--- config.mk ---
export PLATFORM = sky130hd
export DESIGN_NAME = scalar_fust
export DESIGN_NICKNAME = d
export VERILOG_FILES = /design/src/rtl/scalar_fust.sv
export SDC_FILE = /design/constraint.sdc
export NUM_CORES = 1
export LEC_CHECK = 0
export ABC_AREA = 1
export BUFFER_PORTS_ARGS = -buffer_cell sky130_fd_sc_hd__buf_2
export CAP_MARGIN = 20
export CORE_UTILIZATION = 35
export CTS_BUF_LIST = sky130_fd_sc_hd__clkbuf_2
export CTS_CLUSTER_DIAMETER = 150
export DETAILED_ROUTE_END_ITERATION = 10
export GPL_TIMING_DRIVEN = 0
export PLACE_DENSITY = 0.55
export REMOVE_ABC_BUFFERS = 1
export SYNTH_ARGS = -nofsm -noshare
export SYNTH_HDL_FRONTEND = slang
export SYNTH_SLANG_ARGS = --single-unit
--- constraint.sdc ---
create_clock -name CLK -period 5.8 [get_ports CLK]
set_input_delay 0 -clock CLK [delete_from_list [all_inputs] [get_ports CLK]]
set_output_delay 0 -clock CLK [all_outputs]
set_load 0.01 [all_outputs]
--- src/rtl/scalar_fust.sv ---
// rtl/scalar_fust.sv - scalar functional-unit status table between dispatch and the ALU/LD_ST/BRANCH units
//
// Purpose: one row per FU holds its single in-flight op with RAW source tags;
// a register result-status table records which FU will produce each register.
// An op is released to its FU once both source tags are clear, and the row is
// retired on writeback.
//
// Optional feature macro: FUST_FLUSH_EN adds a synchronous flush input.
//
// Ports:
//   CLK, nRST                      clock, asynchronous active-low reset
//   disp_valid/fu/rd/rs1/rs2       decoded instruction from dispatch
//   disp_stall                     dispatch must hold the instruction
//   issue_valid/ready [NUM_FU]     per-FU release handshake
//   issue_rd/rs1/rs2               per-FU register fields, slice i = FU i
//   wb_valid, wb_fu                FU completion
//   flush                          (FUST_FLUSH_EN only) clear all rows and register status
module scalar_fust #(
  parameter int NUM_FU  = 3,
  parameter int FU_W    = 2,
  parameter int REG_W   = 5,
  parameter int NUM_REG = 32
) (
  input  logic                    CLK,
  input  logic                    nRST,
  input  logic                    disp_valid,
  input  logic [FU_W-1:0]         disp_fu,
  input  logic [REG_W-1:0]        disp_rd,
  input  logic [REG_W-1:0]        disp_rs1,
  input  logic [REG_W-1:0]        disp_rs2,
  output logic                    disp_stall,
  output logic [NUM_FU-1:0]       issue_valid,
  input  logic [NUM_FU-1:0]       issue_ready,
  output logic [NUM_FU*REG_W-1:0] issue_rd,
  output logic [NUM_FU*REG_W-1:0] issue_rs1,
  output logic [NUM_FU*REG_W-1:0] issue_rs2,
  input  logic                    wb_valid,
  input  logic [FU_W-1:0]         wb_fu
`ifdef FUST_FLUSH_EN
  ,
  input  logic                    flush
`endif
);

  logic [NUM_FU-1:0]  r_busy;
  logic [NUM_FU-1:0]  r_issued;
  logic [NUM_FU-1:0]  r_t1_v;
  logic [NUM_FU-1:0]  r_t2_v;
  logic [FU_W-1:0]    r_t1_fu [NUM_FU];
  logic [FU_W-1:0]    r_t2_fu [NUM_FU];
  logic [REG_W-1:0]   r_rd    [NUM_FU];
  logic [REG_W-1:0]   r_rs1   [NUM_FU];
  logic [REG_W-1:0]   r_rs2   [NUM_FU];
  logic [NUM_REG-1:0] r_rs_v;
  logic [FU_W-1:0]    r_rs_fu [NUM_REG];

  logic              w_flush;
  logic              w_fu_ok;
  logic              w_sel_busy;
  logic [NUM_FU-1:0] w_disp_oh;
  logic [NUM_FU-1:0] w_wb_oh;
  logic [REG_W-1:0]  w_wb_rd;
  logic              w_wb;
  logic              w_waw;
  logic              w_accept;
  logic              w_t1_v;
  logic              w_t2_v;

`ifdef FUST_FLUSH_EN
  assign w_flush = flush;
`else
  assign w_flush = 1'b0;
`endif

  // Decode dispatch/writeback FU codes against the rows that exist; codes at
  // or above NUM_FU match no row. Writeback only counts for a busy, issued row.
  always_comb begin
    w_fu_ok    = 1'b0;
    w_sel_busy = 1'b0;
    w_disp_oh  = '0;
    w_wb_oh    = '0;
    w_wb_rd    = '0;
    for (int i = 0; i < NUM_FU; i++) begin
      if (disp_fu == FU_W'(i)) begin
        w_fu_ok      = 1'b1;
        w_sel_busy   = r_busy[i];
        w_disp_oh[i] = 1'b1;
      end
      if (wb_valid && wb_fu == FU_W'(i) && r_busy[i] && r_issued[i]) begin
        w_wb_oh[i] = 1'b1;
        w_wb_rd    = r_rd[i];
      end
    end
  end

  assign w_wb       = |w_wb_oh;
  assign w_waw      = (disp_rd != '0) && r_rs_v[disp_rd];
  assign disp_stall = disp_valid && !w_flush && (w_sel_busy || w_waw || !w_fu_ok);
  assign w_accept   = disp_valid && !disp_stall && !w_flush;

  // A producer completing in the accept cycle is treated as already done.
  assign w_t1_v = (disp_rs1 != '0) && r_rs_v[disp_rs1] && !(w_wb && r_rs_fu[disp_rs1] == wb_fu);
  assign w_t2_v = (disp_rs2 != '0) && r_rs_v[disp_rs2] && !(w_wb && r_rs_fu[disp_rs2] == wb_fu);

  always_comb begin
    issue_valid = '0;
    issue_rd    = '0;
    issue_rs1   = '0;
    issue_rs2   = '0;
    for (int i = 0; i < NUM_FU; i++) begin
      issue_valid[i] = r_busy[i] && !r_issued[i] && !r_t1_v[i] && !r_t2_v[i];
      if (r_busy[i]) begin
        issue_rd [i*REG_W +: REG_W] = r_rd[i];
        issue_rs1[i*REG_W +: REG_W] = r_rs1[i];
        issue_rs2[i*REG_W +: REG_W] = r_rs2[i];
      end
    end
  end

  always_ff @(posedge CLK or negedge nRST) begin
    if (!nRST) begin
      r_busy   <= '0;
      r_issued <= '0;
      r_t1_v   <= '0;
      r_t2_v   <= '0;
      r_rs_v   <= '0;
      for (int i = 0; i < NUM_FU; i++) begin
        r_t1_fu[i] <= '0;
        r_t2_fu[i] <= '0;
        r_rd[i]    <= '0;
        r_rs1[i]   <= '0;
        r_rs2[i]   <= '0;
      end
      for (int r = 0; r < NUM_REG; r++) r_rs_fu[r] <= '0;
    end else if (w_flush) begin
      r_busy   <= '0;
      r_issued <= '0;
      r_t1_v   <= '0;
      r_t2_v   <= '0;
      r_rs_v   <= '0;
    end else begin
      for (int i = 0; i < NUM_FU; i++) begin
        if (issue_valid[i] && issue_ready[i]) r_issued[i] <= 1'b1;
        if (w_wb_oh[i]) begin
          r_busy[i]   <= 1'b0;
          r_issued[i] <= 1'b0;
        end
        if (w_wb && r_t1_v[i] && r_t1_fu[i] == wb_fu) r_t1_v[i] <= 1'b0;
        if (w_wb && r_t2_v[i] && r_t2_fu[i] == wb_fu) r_t2_v[i] <= 1'b0;
        // The accepted row is never busy, so this load cannot collide with
        // the issue/writeback updates above; it overrides the tag clears.
        if (w_accept && w_disp_oh[i]) begin
          r_busy[i]   <= 1'b1;
          r_issued[i] <= 1'b0;
          r_rd[i]     <= disp_rd;
          r_rs1[i]    <= disp_rs1;
          r_rs2[i]    <= disp_rs2;
          r_t1_v[i]   <= w_t1_v;
          r_t1_fu[i]  <= r_rs_fu[disp_rs1];
          r_t2_v[i]   <= w_t2_v;
          r_t2_fu[i]  <= r_rs_fu[disp_rs2];
        end
      end
      // Clear before set: a dispatch reusing the completing rd is WAW-stalled,
      // so both never target the same entry in one cycle.
      if (w_wb && r_rs_v[w_wb_rd] && r_rs_fu[w_wb_rd] == wb_fu) r_rs_v[w_wb_rd] <= 1'b0;
      if (w_accept && disp_rd != '0) begin
        r_rs_v[disp_rd]  <= 1'b1;
        r_rs_fu[disp_rd] <= disp_fu;
      end
    end
  end

endmodule

==> results.yml <==
clocking:
  htreeDepth: 4
  root_buffer: "clkbuf_2"
  cts_buffer_depth: 2
  clock_sinks: 165
  cts.clk_slew.worst_paths_ns: 0.34
  post_cts_resized: 0
  clkLatencyLatePin_ns: 0.83
  post-cts-setup-buffer-count: 0
  cts_buffers: 17
  cts_tree: "built"
logic_synthesis:
  synth-simple-area-share: 0.3024
  synth-seq-area-share: 0.3821
  synthFlopType: "dfrtp_1"
  ys_warn_count: 0
  synth_top_area_frac: 0.3821
  syn_area_per_cell_sq_um: 6.581
  synth_compound_area_frac: 0.2062
  synthDistinctLibCells: 35
  synthArstFlopShare: 1.000
  synth-edff-count: 0
  synthXorXnorAreaFrac: 0.002431
  muxShareOfSynthArea: 0
  synth.largest_area_cell: "dfrtp_1"
  synth_seq_cells: 165
  synth_area_sq_um: 10810
  synth_top_family_by_area: "simple AND/OR/NAND/NOR gates"
  synthAdderAreaFrac: 0
  synth_cells: 1642
  synth_area_leaders: "dfrtp_1 38%, nand2_1 18%, o21ai_0 11%, inv_1 6.1%, a21oi_1 6.1%"
place:
  gp_routability_congestion: 0.9189
  post-place-cells: 2022
  hpwl_um: 27540
  portBuffers: 74
floorplanning:
  top_level_ports: 75
  core-area_sq_um: 30030
  die_x_um: 177.7
  rows: 63
  initial_core_util: 0.3598
  dieHeight_um: 177.7
  die_area_sq_um: 31580
outcome:
  outcome: "finished, final reports clean"
global_routing:
  grt_pass1_vias: 10712
  grt_pass1_wl_um: 64180
  grt_use_total: 0.2705
  grt_max_degree: 91
  antenna_found_initial: 1
  gr-total-overflow: 0
sta:
  finalHoldViolations: 0
  slew_headroom: 0.2303
  finClkSkew_ns: 0.08141
  finalMaxSlewViolations: 0
  finalSetupViolCount: 0
  worstMarginPinSlew_ns: 1.146
  fin_crit_sh: 0.9197
  rsz0062_at_grt: "false"
  fin_setup_tns_ns: 0
  fmax_mhz: 187.5
  period_needed_ns: 5.334
power_and_ir_drop:
  p_leak_nw: 6.030
  peakVddDrop_mv: 0.1172
  pwr_density_cell_nw_per_um2: 381.1
hold_path:
  holdCritPathClass: "in -> reg"
setup_path:
  crit_fanout: 35
  worstPathRequired_ns: 6.49
  start_kind: "flop"
  arrival_ns: 6.02
  criticalPathCategory: "reg -> reg"
  crit_path_end_kind: "flop"
routing:
  drt_pass1_iterations: 5
  wire_per_inst_um: 20.09
  drt_iter0_drc: 1352
  wl_um: 41980
  viasPerCell: 5.607
  num_vias: 11719
  ant_nets: 0
  route.detailed.drc: 0
run:
  max-cap-violations: 0
cells_and_area:
  final_cell_mix: "520 x nand2_1, 244 x o21ai_0, 176 x inv_1"
  multi_input_area_sq_um: 5573
  final_common_cell: "nand2_1"
  fin_cells: 2090
  fillers: 3224
  drive_above_1_share: 0.09300
  areaGrowthSynthToFinish_pct: 12.47
  nets: 1712
  seqCellArea_sq_um: 4129
## registers in the layout (all words and copies together) (netlist names), 6 cells and up
register / count
r_rs_fu: 64
r_rs_v: 32
r_rd: 15
r_rs1: 15
r_rs2: 15
r_t1_fu: 6
r_t2_fu: 6
## metrics by stage
| stage | hold slack, ns | util | total power [mW] | setup WS [ns] | instance area (sq um) |
|---|---|---|---|---|---|
| floorplan | -0.2956 | - | 3.129 | 1.205 | 10350 |
| global route | 0.04489 | 0.4047 | 5.020 | 0.05552 | 12150 |
| detailed placement | 0.02448 | 0.3840 | 3.906 | 0.4672 | 11530 |
| global placement | 0.3465 | 0.3733 | 3.821 | -2.049 | 11210 |
| finish | 0.08367 | 0.4047 | 4.632 | 0.4659 | 12150 |
| CTS | 0.02125 | 0.4031 | 4.610 | 0.3683 | 12110 |
## power by group
group	internal [mW]	total [mW]	switching, mW
sequential	1.57	1.94	0.372
combinational	0.724	2.03	1.30
clock	0.143	0.662	0.518
## metal layers
layer | track usage | wire (um) | vias up
li1 | - | - | 5501
met1 | 0.3788 | 18710 | 5513
met2 | 0.4136 | 18210 | 624
met3 | 0.05377 | 3819 | 81
met4 | 0.09117 | 1246 | 0
met5 | 0 | 0 | -
## critical path: stages, from the launching register on
cell and delay [ns]:
dfrtp_1 0.85, nand2_1 0.10, nor2_1 0.22, nand3_2 0.77, nand3_2 1.04, nand2_1 0.11
nand2_1 0.10, nand2_1 0.05, nand2_1 0.09, nand2_1 0.08, nand2_1 0.11, nor2_1 0.08
nand2_1 0.06, nand2_1 0.04, nand2_1 0.54, buf_16 0.24, nand3_4 0.37, nand2_1 0.18
nand3_1 0.10
## repair_timing
action                     in CTS  in global routing
hold buffers                   32                  0
setup endpoints to repair       0                 32
hold endpoints to repair      311                  0
## Yosys cell counts (4+ instances only)
| library cell | n |
|---|---|
| nand2_1 | 520 |
| o21ai_0 | 244 |
| inv_1 | 176 |
| dfrtp_1 | 165 |
| a21oi_1 | 131 |
| nand3_1 | 98 |
| nand4_1 | 61 |
| clkbuf_1 | 52 |
| nor2_1 | 52 |
| buf_2 | 33 |
| o22ai_1 | 21 |
| o211ai_1 | 10 |
| nor2_2 | 9 |
| nor3_1 | 8 |
| inv_2 | 7 |
| a31oi_1 | 5 |
| buf_4 | 5 |
| nor2_4 | 5 |
| o31ai_1 | 5 |
| clkinv_1 | 4 |
## layout make-up
class | instances | area share
inverters | 187 | 0.05775
clock inverters | 15 | 0.01256
multi-input cells | 1193 | 0.4585
repair buffers | 122 | 0.08411
well taps | 390 | 0.04015
flip-flops and latches | 165 | 0.3397
clock buffers | 17 | 0.007000
diodes | 1 | 0.0002059
## final timing paths
kind / cells after the start / slack [ns] / start / to
worst max register to register: 18 / 0.47 / r_busy[0] / r_rs_v[27]
worst min-delay path: 4 / 0.08 / disp_rd[1] / r_rd[6]
worst min register to register: 0 / 0.44 / r_rs_fu[62] / r_rs_fu[62]
max in group asynchronous: 4 / 5.00 / nRST / r_rs_fu[54]
min in group asynchronous: 4 / 0.28 / nRST / r_rs1[5]
worst max-delay path: 18 / 0.47 / r_busy[0] / r_rs_v[27]
## logic make-up after synthesis
| group | Yosys count |
|---|---|
| and+or+nand+nor | 765 |
| AOI/OAI and AO/OA | 424 |
| buffers and inverters | 285 |
| DFF | 165 |
| xor gates and xnor gates | 3 |
No activity file was read; power rests on OpenSTA's default activity.
